<file path="config.mk">
export PLATFORM = sky130hd
export DESIGN_NAME = sar_adc_ctrl_flat
export DESIGN_NICKNAME = d
export VERILOG_FILES = /design/src/rtl/sar_adc_pkg.sv /design/src/rtl/sar_adc_if.sv /design/src/rtl/sar_adc_avg.sv /design/src/rtl/sar_adc_ctrl.sv /design/src/flat_wrapper.sv
export SDC_FILE = /design/constraint.sdc
export NUM_CORES = 1
export LEC_CHECK = 0
export BUFFER_PORTS_ARGS = -buffer_cell sky130_fd_sc_hd__buf_2
export CAP_MARGIN = 5
export CORE_MARGIN = 10
export CORE_UTILIZATION = 35
export DETAILED_ROUTE_END_ITERATION = 6
export PLACE_DENSITY_LB_ADDON = 0.08
export SYNTH_ARGS = -nofsm -noshare
export SYNTH_HDL_FRONTEND = slang
export SYNTH_SLANG_ARGS = --single-unit
</file>
<file path="constraint.sdc">
create_clock -name clock -period 2.4 [get_ports clock]
set_input_delay 0.24 -clock clock [delete_from_list [all_inputs] [get_ports clock]]
set_output_delay 0.24 -clock clock [all_outputs]
set_load 0.1 [all_outputs]
</file>
<file path="src/rtl/sar_adc_pkg.sv">
// Shared types, widths and helpers for the SAR conversion sequencer.
package sar_adc_pkg;

  typedef enum logic [2:0] {
    ST_IDLE,
    ST_SAMPLE,
    ST_SETTLE,
    ST_COMPARE,
    ST_DECIDE,
    ST_DONE
  } sar_state_e;

  localparam int unsigned SAMPLE_CYC_W = 4;

  // One counter serves both the track phase and the DAC settle phase.
  function automatic int unsigned sar_cnt_w(input int unsigned settle_cyc);
    int unsigned w;
    w = $clog2(settle_cyc + 1);
    return (w > SAMPLE_CYC_W) ? w : SAMPLE_CYC_W;
  endfunction

  function automatic int unsigned sar_bit_w(input int unsigned width);
    return (width > 2) ? $clog2(width) : 1;
  endfunction

  function automatic int unsigned sar_latency(input int unsigned sample_cyc,
                                              input int unsigned width,
                                              input int unsigned settle_cyc);
    return ((sample_cyc == 0) ? 1 : sample_cyc) + width * (settle_cyc + 2);
  endfunction

endpackage

</file>
<file path="src/rtl/sar_adc_if.sv">
// Digital-side request/result handshake of the SAR sequencer.
interface sar_adc_if
  import sar_adc_pkg::*;
#(
  parameter int unsigned WIDTH = 8
);
  logic                    start;
  logic                    continuous;
  logic [SAMPLE_CYC_W-1:0] sample_cyc;
  logic                    busy;
  logic [WIDTH-1:0]        data;
  logic                    valid;
  logic                    ready;

  modport slave (
    input  start, continuous, sample_cyc, ready,
    output busy, data, valid
  );

  modport master (
    output start, continuous, sample_cyc, ready,
    input  busy, data, valid
  );
endinterface

</file>
<file path="src/rtl/sar_adc_avg.sv">
// Accumulates 2^AVG_LOG2 conversion codes and presents their truncated mean.
module sar_adc_avg #(
  parameter int unsigned WIDTH    = 8,
  parameter int unsigned AVG_LOG2 = 2
) (
  input  logic             clock,
  input  logic             reset,
  input  logic             conv_valid,
  input  logic [WIDTH-1:0] conv_data,
  output logic             last_c,
  output logic [WIDTH-1:0] avg_c
);
  localparam int unsigned SUM_W = WIDTH + AVG_LOG2;
  localparam int unsigned CNT_W = (AVG_LOG2 > 0) ? AVG_LOG2 : 1;
  localparam logic [CNT_W-1:0] CNT_LAST = CNT_W'((1 << AVG_LOG2) - 1);

  logic [SUM_W-1:0] sum_q;
  logic [SUM_W-1:0] sum_next;
  logic [CNT_W-1:0] cnt_q;

  // The mean includes the code arriving this cycle so the result is ready on the same edge.
  assign sum_next = sum_q + SUM_W'(conv_data);
  assign avg_c    = WIDTH'(sum_next >> AVG_LOG2);
  assign last_c   = (cnt_q == CNT_LAST);

  always_ff @(posedge clock or posedge reset) begin
    if (reset) begin
      sum_q <= '0;
      cnt_q <= '0;
    end else if (conv_valid) begin
      if (last_c) begin
        sum_q <= '0;
        cnt_q <= '0;
      end else begin
        sum_q <= sum_next;
        cnt_q <= cnt_q + CNT_W'(1);
      end
    end
  end
endmodule

</file>
<file path="src/rtl/sar_adc_ctrl.sv">
// SAR conversion sequencer: track, per-bit settle/strobe/decide, valid/ready result.
// Define SAR_ADC_AVG_EN to average 2^AVG_LOG2 conversions per delivered result.
module sar_adc_ctrl
  import sar_adc_pkg::*;
#(
  parameter int unsigned WIDTH      = 8,
  parameter int unsigned SETTLE_CYC = 1,
  parameter int unsigned AVG_LOG2   = 2
) (
  input  logic             clock,
  input  logic             reset,
  sar_adc_if.slave         bus,
  output logic             samp_o,
  output logic [WIDTH-1:0] dac_p,
  output logic [WIDTH-1:0] dac_n,
  output logic             comp_clk,
  input  logic             comp_p
);
  localparam int unsigned CNT_W = sar_cnt_w(SETTLE_CYC);
  localparam int unsigned BIT_W = sar_bit_w(WIDTH);
  localparam logic [CNT_W-1:0] SETTLE_LOAD = CNT_W'(SETTLE_CYC);
  localparam logic [WIDTH-1:0] MSB_CODE    = {1'b1, {(WIDTH-1){1'b0}}};

  if (WIDTH < 2 || SETTLE_CYC < 1 || AVG_LOG2 < 1 || AVG_LOG2 > 8) begin : g_param_check
    $error("sar_adc_ctrl: unsupported parameter set");
  end

  sar_state_e       state_q, state_d;
  logic [CNT_W-1:0] cnt_q, cnt_d;
  logic [BIT_W-1:0] bit_q, bit_d;
  logic [WIDTH-1:0] trial_q, trial_d;
  logic [WIDTH-1:0] data_q, data_d;
  logic             valid_q, valid_d;
  logic [WIDTH-1:0] dac_n_q;
  logic             samp_q, comp_clk_q, busy_q;

  logic [CNT_W-1:0] samp_load_c;
  logic [WIDTH-1:0] decided_c;
  logic [WIDTH-1:0] next_bit_c;
  logic             conv_done_c;
  logic             avg_last_c;
  logic [WIDTH-1:0] avg_data_c;

  // A zero track length still closes the switches for one cycle.
  assign samp_load_c = (bus.sample_cyc == '0) ? CNT_W'(1) : CNT_W'(bus.sample_cyc);
  assign decided_c   = comp_p ? trial_q : (trial_q & ~(WIDTH'(1) << bit_q));
  assign next_bit_c  = WIDTH'(1) << (bit_q - BIT_W'(1));
  assign conv_done_c = (state_q == ST_DECIDE) && (bit_q == '0);

`ifdef SAR_ADC_AVG_EN
  sar_adc_avg #(
    .WIDTH    (WIDTH),
    .AVG_LOG2 (AVG_LOG2)
  ) u_avg (
    .clock      (clock),
    .reset      (reset),
    .conv_valid (conv_done_c),
    .conv_data  (decided_c),
    .last_c     (avg_last_c),
    .avg_c      (avg_data_c)
  );
`else
  assign avg_last_c = 1'b1;
  assign avg_data_c = decided_c;
`endif

  // Next-state and datapath update.
  always_comb begin
    state_d = state_q;
    cnt_d   = cnt_q;
    bit_d   = bit_q;
    trial_d = trial_q;
    data_d  = data_q;
    valid_d = valid_q;
    unique case (state_q)
      ST_IDLE: begin
        if (bus.start) begin
          state_d = ST_SAMPLE;
          cnt_d   = samp_load_c;
          trial_d = '0;
        end
      end
      ST_SAMPLE: begin
        if (cnt_q <= CNT_W'(1)) begin
          state_d = ST_SETTLE;
          cnt_d   = SETTLE_LOAD;
          bit_d   = BIT_W'(WIDTH - 1);
          trial_d = MSB_CODE;
        end else begin
          cnt_d = cnt_q - CNT_W'(1);
        end
      end
      ST_SETTLE: begin
        if (cnt_q <= CNT_W'(1)) begin
          state_d = ST_COMPARE;
        end else begin
          cnt_d = cnt_q - CNT_W'(1);
        end
      end
      ST_COMPARE: begin
        state_d = ST_DECIDE;
      end
      ST_DECIDE: begin
        if (bit_q == '0) begin
          trial_d = decided_c;
          state_d = ST_DONE;
          if (avg_last_c) begin
            data_d  = avg_data_c;
            valid_d = 1'b1;
          end
        end else begin
          bit_d   = bit_q - BIT_W'(1);
          trial_d = decided_c | next_bit_c;
          cnt_d   = SETTLE_LOAD;
          state_d = ST_SETTLE;
        end
      end
      ST_DONE: begin
        // Without a pending result this is an intermediate averaging pass.
        if (!valid_q) begin
          state_d = ST_SAMPLE;
          cnt_d   = samp_load_c;
          trial_d = '0;
        end else if (bus.ready) begin
          valid_d = 1'b0;
          if (bus.continuous || bus.start) begin
            state_d = ST_SAMPLE;
            cnt_d   = samp_load_c;
            trial_d = '0;
          end else begin
            state_d = ST_IDLE;
          end
        end
      end
      default: state_d = ST_IDLE;
    endcase
  end

  always_ff @(posedge clock or posedge reset) begin
    if (reset) begin
      state_q    <= ST_IDLE;
      cnt_q      <= '0;
      bit_q      <= '0;
      trial_q    <= '0;
      data_q     <= '0;
      valid_q    <= 1'b0;
      dac_n_q    <= '1;
      samp_q     <= 1'b0;
      comp_clk_q <= 1'b0;
      busy_q     <= 1'b0;
    end else begin
      state_q    <= state_d;
      cnt_q      <= cnt_d;
      bit_q      <= bit_d;
      trial_q    <= trial_d;
      data_q     <= data_d;
      valid_q    <= valid_d;
      dac_n_q    <= ~trial_d;
      samp_q     <= (state_d == ST_SAMPLE);
      comp_clk_q <= (state_d == ST_COMPARE);
      busy_q     <= (state_d != ST_IDLE);
    end
  end

  assign samp_o    = samp_q;
  assign dac_p     = trial_q;
  assign dac_n     = dac_n_q;
  assign comp_clk  = comp_clk_q;
  assign bus.busy  = busy_q;
  assign bus.data  = data_q;
  assign bus.valid = valid_q;
endmodule
</file>
<file path="src/flat_wrapper.sv">
// flat-port wrapper written by rule: the top's interface ports become plain ports
module sar_adc_ctrl_flat import sar_adc_pkg::*;
#(
  parameter int unsigned WIDTH      = 8,
  parameter int unsigned SETTLE_CYC = 1,
  parameter int unsigned AVG_LOG2   = 2
)
  (clock, reset, samp_o, dac_p, dac_n, comp_clk, comp_p, bus_start, bus_continuous, bus_sample_cyc, bus_ready, bus_busy, bus_data, bus_valid);
  sar_adc_if #(.WIDTH(WIDTH)) bus_i ();
  input  logic clock;
  input  logic reset;
  output logic samp_o;
  output logic [WIDTH-1:0] dac_p;
  output logic [WIDTH-1:0] dac_n;
  output logic comp_clk;
  input  logic comp_p;
  input wire logic [$bits(bus_i.start)-1:0] bus_start;
  input wire logic [$bits(bus_i.continuous)-1:0] bus_continuous;
  input wire logic [$bits(bus_i.sample_cyc)-1:0] bus_sample_cyc;
  input wire logic [$bits(bus_i.ready)-1:0] bus_ready;
  output wire logic [$bits(bus_i.busy)-1:0] bus_busy;
  output wire logic [$bits(bus_i.data)-1:0] bus_data;
  output wire logic [$bits(bus_i.valid)-1:0] bus_valid;
  assign bus_i.start = bus_start;
  assign bus_i.continuous = bus_continuous;
  assign bus_i.sample_cyc = bus_sample_cyc;
  assign bus_i.ready = bus_ready;
  assign bus_busy = bus_i.busy;
  assign bus_data = bus_i.data;
  assign bus_valid = bus_i.valid;
  sar_adc_ctrl #(.WIDTH(WIDTH), .SETTLE_CYC(SETTLE_CYC), .AVG_LOG2(AVG_LOG2)) u_core (.clock(clock), .reset(reset), .bus(bus_i), .samp_o(samp_o), .dac_p(dac_p), .dac_n(dac_n), .comp_clk(comp_clk), .comp_p(comp_p));
endmodule
</file>
* After elaboration in Yosys (flattened, before gate mapping) *
Cells that the tools add are included.

word-level totals
  bits in registers = 38
  input bits = 10
  output and inout bits = 28
  logic and storage cells = 77

cells by class
  $add $sub $neg = 2
  $lt $le $gt $ge = 1
  eq/ne operators = 14
  shift-type cells = 2
  multiplexer cells = 32
  bitwise gates (word level) = 4
  reduce and logical (&&, ||, !) cells = 12

operators with widths
  cell                   count
  $mux W8                7
  $mux W4                8
  $pmux W8 S4            1
  $mux W3                8
  $pmux W4 S5            1
  $pmux W3 S6            1
  $not A8 Y8             2
  $shl A1 B3 Y8 const A  2
  $eq A3 B2 Y1 const B   3
  $and A8 B8 Y8          1
  $ne A2 B2 Y1 const B   4
  $or A8 B8 Y8           1
  $eq A3 B1 Y1 const B   2
  $eq A3 B3 Y1 const B   2
  $logic_not A3 Y1       2
  $ne A3 B3 Y1 const B   2
  $pmux W3 S2            1
  $reduce_and A6 Y1      1
  $reduce_bool A5 Y1     1
  $le A4 B1 Y1 const B   1
  $logic_not A4 Y1       1
  $mux W1                4
  $reduce_and A2 Y1      2
  $reduce_bool A2 Y1     2
  7 further kinds        7

* Depth between registers and ports, before layout *
  depth in word-level cells = 8
  gate-level depth with buffers = 8
  depth with buffers taken out = 7

* Worst setup path after synthesis *
OpenSTA, ideal clock, no wires.

  path type = flip-flop to flip-flop
  from = register u_core.valid_q (netlist: u_core.bus.valid)
  to = register u_core.cnt_q[3]
  setup time = 0.128 ns
  data arrival time = 1.990 ns
  data required time = 2.272 ns
  path slack = 0.282 ns
  stages on the path, launching flop included = 6
  buffers on the path = 0
  period minus slack after synthesis = 2.118 ns
  cells stage by stage = dfrtp_1 nand4b_1 o211ai_2 a211oi_2 nor2_2 mux2_1

on the way
  word-level cells in the longest chain between the ends = 2
  elaborated cells on any way between the ends = 5
  classes of those cells = eq/ne: 2; mux: 2; reduce/logical: 1

RTL lines
  item                                                               line                 text
  start, declared                                                    sar_adc_ctrl.sv:33   logic valid_q, valid_d;
  start signal, assigned                                             sar_adc_ctrl.sv:157  valid_q <= valid_d;
  $ne A3 B3 Y1 (no source line) or $mux W4 (tied branches)           --
  $reduce_and A6 Y1 (no source line) or $pmux W4 S5 (tied branches)  --
  end signal, assigned                                               sar_adc_ctrl.sv:153  cnt_q <= cnt_d;
  end, declared                                                      sar_adc_ctrl.sv:29   logic [CNT_W-1:0] cnt_q, cnt_d;

Several ways; a longest one is shown, not always the timed one.
A chain may end at the register's enable or synchronous reset.

* Final worst setup path *
  from = register u_core.bit_q[0]
  to = register u_core.cnt_q[3]

on the way
  word-level cells in the longest chain between the ends = 3

RTL lines
  item                                line                 text
  start, declared                     sar_adc_ctrl.sv:30   logic [BIT_W-1:0] bit_q, bit_d;
  start signal, assigned              sar_adc_ctrl.sv:154  bit_q <= bit_d;
  $logic_not A3 Y1                    --
  $ne A2 B2 Y1 (no source line)       --
  $reduce_and A6 Y1 (no source line)  --

Every way passes these cells.

==> summary.md <==
| Metric | Value |
|---|---|
| Required time at the worst-slack endpoint | `2580 ps` |
| Core ar. | `between 5000 and 6000 um^2` |
| Number of gates resized after cts | `0` |
| Die height | `between 90 and 100 um` |
| Width of the die | `98.4 um` |
| Avg Synthesized Cell Area | `9.48 um^2` |
| Type of destination of the critical path | `flip-flop` |
| Tightest slew margin relative to the limit | `0.675` |
| Final cell area excluding filler cells | `2520 um^2` |
| Count of flip-flops with a built-in enable after synthesis | `0` |
| Slew at the pin with the worst max-slew slack | `~500 ps` |
| Synth warnings | `0` |
| Placement row count | `28` |
| Static leakage power | `0.00110 uW` |
| Total iterations of the first detailed-routing run | `4` |
| Clk slew on worst S/H paths | `80 ps` |
| Sum Neg Setup Slack | `0 ps` |
| Final Total Pwr | `3040 uW` |
| Total power per unit cell area | `about 1200 nW/um^2` |
| Gp weighted congestion | `0.838` |
| Effective utilization at floorplan | `0.361` |
| Unrepaired setup endpoints after global routing | `no` |
| # fillers | `635` |
| Overflow left after global routing | `0` |
| Ordered cell list for the critical path | `inv_1 -> ha_1 -> nor3b_1 -> a211oi_2 -> nor2_2 -> mux2_1` |
| Die area | `9690 um^2` |
| Register bit count reported by yosys | `38` |
| Post-detailed-route wirelength per cell | `around 16 um` |
| Total routed wirelength | `5.37 mm` |
| Antenna diode count | `0` |
| Top-level I/O count | `38` |
| Reg-to-reg slack, setup | `430 ps` |
| R2r worst-path depth | `6` |
| Number of max-slew violations in the final report | `0` |
| Cell total after placement | `336` |
| Final setup viols | `0` |
| Final Skew | `6.35 ps` |
| Largest fanout of any net on the critical path | `6` |
| TritonCTS clock tree | `built` |
| Result of the run | `finished clean` |
| Clk root buf | `sky130_fd_sc_hd__clkbuf_8` |
| Endpoint arrival time on the critical path | `2150 ps` |
| Max-capacitance violation count | `0` |
| Placed Instance Area | `2430 um^2` |
| Startpoint type of the worst setup path | `flip-flop` |
| Detailed-placement wirelength estimate | `approximately 4.1 mm` |
| Buffers inserted by post-CTS timing repair | `0` |
| Worst IR Drop VDD | `0.000849 V` |
| Clk_lat worst skew | `290 ps` |
| H-tree lvl count | `2` |
| Area growth from synthesis to layout | `17.3%` |
| Most used flip-flop cell after synthesis | `sky130_fd_sc_hd__dfrtp_1` |
| Vias in the first global route | `1813` |
| Number of buffers created by CTS | `5` |
| Global-route wire length before repair | `9.13 mm` |
| Fraction of final layout cells with drive strength greater than 1 | `0.264` |
| Pin count of the biggest net entering global routing | `39` |
| Drt via density | `5.24` |
| Post-synthesis cell count | `227` |
| Number of distinct library cells after synthesis | `56` |
| Detailed Route Iter0 Violations | `69` |
| Mapped Nets | `around 250` |
| Count of non-filler cells in the finished layout | `344` |
| Reg-to-Reg Start | `u_core.bit_q[0]` |
| Cell type of the slowest stage on the worst timing path | `sky130_fd_sc_hd__dfrtp_1` |
| Overall fraction of global-route tracks in use | `0.111` |
| Fin crit period | `1970 ps` |
| Sequential element share of the synthesized area | `0.447` |
| Detailed-route via count | `1801` |
| Hold/Removal Path Class | `in2async` |
| Port Buffers | `37` |
| Endpoint of the lowest-slack register-to-register path | `u_core.cnt_q[3]` |
| Achievable Freq | `0.507 GHz` |
| Clock Tree Buf Depth | `2` |
| Sinks on Clock Net | `38` |
| Antenna violations before repair | `0` |
| Number of buffers inserted by hold repair at cts | `0` |
| Drt drc | `0` |
| Count of endpoints failing hold in the final timing report | `0` |
| Share of synthesized registers carrying an async set or reset | `1.00` |
| Critical path class | `reg2reg` |
| DRT antenna net count | `0` |
| Tcrit/Tclk final | `0.822` |
| Cell area after synthesis | `2150 um^2` |
| Crit-path max cell delay | `~440 ps` |
| Final #Nets | `286` |
-- kinds of logic (layout without fill, tap and decap cells) --
family / count (synthesis) / after routing / synth area share
flip-flops: 38 / 38 / 0.447
XOR/XNOR: 1 / 1 / 0.00407
buffers and inverters: 24 / 66 / 0.0494
AO/OA/AOI/OAI: 76 / 76 / 0.253
AND/OR/NAND/NOR: 76 / 76 / 0.180
adder cells (fa/ha/maj): 9 / 9 / 0.0512
multiplexers: 3 / 3 / 0.0151
-- synth_stat cells (3+ instances only) --
| cell | n | share of area |
|---|---|---|
| sky130_fd_sc_hd__nor3_1 | 4 | 0.0093 |
| sky130_fd_sc_hd__a22oi_1 | 5 | 0.017 |
| sky130_fd_sc_hd__nand4b_1 | 3 | 0.012 |
| sky130_fd_sc_hd__or3_1 | 4 | 0.012 |
| sky130_fd_sc_hd__a31oi_1 | 4 | 0.012 |
| sky130_fd_sc_hd__ha_1 | 8 | 0.047 |
| sky130_fd_sc_hd__a22o_1 | 5 | 0.020 |
| sky130_fd_sc_hd__nor2b_1 | 3 | 0.0087 |
| sky130_fd_sc_hd__a21o_1 | 3 | 0.010 |
| sky130_fd_sc_hd__dfstp_2 | 8 | 0.098 |
| sky130_fd_sc_hd__clkbuf_1 | 4 | 0.0070 |
| sky130_fd_sc_hd__a2bb2oi_1 | 3 | 0.012 |
| sky130_fd_sc_hd__inv_1 | 14 | 0.024 |
| sky130_fd_sc_hd__o21ai_0 | 16 | 0.037 |
| sky130_fd_sc_hd__a21oi_1 | 11 | 0.026 |
| sky130_fd_sc_hd__nor2_2 | 3 | 0.0087 |
| sky130_fd_sc_hd__nor2_1 | 14 | 0.024 |
| sky130_fd_sc_hd__nand2_1 | 28 | 0.049 |
| sky130_fd_sc_hd__nand3b_1 | 3 | 0.010 |
| sky130_fd_sc_hd__buf_2 | 4 | 0.0093 |
| sky130_fd_sc_hd__dfrtp_1 | 30 | 0.35 |
| sky130_fd_sc_hd__nand2b_1 | 5 | 0.015 |
-- placed cells by master (no fill, tap or decap), types with 2 or more instances in the layout --
master and n:
sky130_fd_sc_hd__a211o_1 2, sky130_fd_sc_hd__a21o_1 3, sky130_fd_sc_hd__a21oi_1 11, sky130_fd_sc_hd__a221oi_1 2
sky130_fd_sc_hd__a22o_1 5, sky130_fd_sc_hd__a22oi_1 5, sky130_fd_sc_hd__a2bb2oi_1 3, sky130_fd_sc_hd__a31oi_1 4
sky130_fd_sc_hd__a32oi_1 2, sky130_fd_sc_hd__and2_1 2, sky130_fd_sc_hd__buf_2 37, sky130_fd_sc_hd__buf_4 7
sky130_fd_sc_hd__clkbuf_8 6, sky130_fd_sc_hd__dfrtp_1 30, sky130_fd_sc_hd__dfstp_2 8, sky130_fd_sc_hd__ha_1 8
sky130_fd_sc_hd__inv_1 14, sky130_fd_sc_hd__nand2_1 28, sky130_fd_sc_hd__nand2b_1 5, sky130_fd_sc_hd__nand3b_1 3
sky130_fd_sc_hd__nand4b_1 3, sky130_fd_sc_hd__nor2_1 14, sky130_fd_sc_hd__nor2_2 3, sky130_fd_sc_hd__nor2b_1 3
sky130_fd_sc_hd__nor3_1 4, sky130_fd_sc_hd__o211ai_1 2, sky130_fd_sc_hd__o21a_1 2, sky130_fd_sc_hd__o21ai_0 16
sky130_fd_sc_hd__o22a_1 2, sky130_fd_sc_hd__o22ai_1 2, sky130_fd_sc_hd__o2bb2ai_1 2, sky130_fd_sc_hd__o31ai_1 2
sky130_fd_sc_hd__or3_1 4, sky130_fd_sc_hd__or3b_1 2
-- worst max-delay path: cells and delay by family, from the launching register on --
kind            cells  cell delay [ps]
compound gates      1              170
fa+ha+maj           1              180
buf+inv             1              140
flops               1              440
mux                 1              340
simple gates        2              580
-- power breakdown --
| group | total, uW | switching, uW | internal, uW |
|---|---|---|---|
| clock network | 464 | 233 | 231 |
| registers | 927 | 147 | 781 |
| logic | 1650 | 1140 | 509 |
-- layout make-up --
type / instances / area [um^2] / share of cell area
sequential: 38 / 961 / 0.381
clock buffer: 6 / 82.6 / 0.0327
multi-input combinational: 165 / 1080 / 0.430
timing repair buffer: 44 / 238 / 0.0942
inverter: 14 / 52.6 / 0.0208
clock inverter: 2 / 12.5 / 0.00496
tap: 75 / 93.8 / 0.0372
-- metrics by stage --
step / hold slack (ps) / setup WS (ps) / utilization
global placement: 383 / 485 / 0.408
detailed placement: 381 / 436 / 0.408
finish: 35.1 / 428 / 0.424
CTS: 61.1 / 415 / 0.424
floorplan: 385 / 282 / -
global route: 89.4 / 232 / 0.424
-- routing by layer --
layer	global-route usage	share of wire	up-vias	wire length (um)
li1	-	-	900	-
met1	0.148	0.48	857	2560
met2	0.169	0.46	39	2470
met3	0.0328	0.055	5	297
met4	0.0342	0.0086	0	46
met5	0	0	-	0
-- how the worst max path moves through the flow --
stage,from,endpoint,slack [ps],cells past startpoint
2_1_floorplan,u_core.bus.valid,u_core.cnt_q[3],280,5
3_3_place_gp,u_core.bit_q[0],flip-flop,480,8
3_5_place_dp,u_core.bit_q[0],u_core.cnt_q[3],440,6
4_1_cts,u_core.bit_q[0],u_core.cnt_q[3],410,6
5_1_grt,u_core.bit_q[0],u_core.cnt_q[3],230,6
6_report,u_core.bit_q[0],u_core.cnt_q[3],430,6
(Power assumes the default switching activity.)
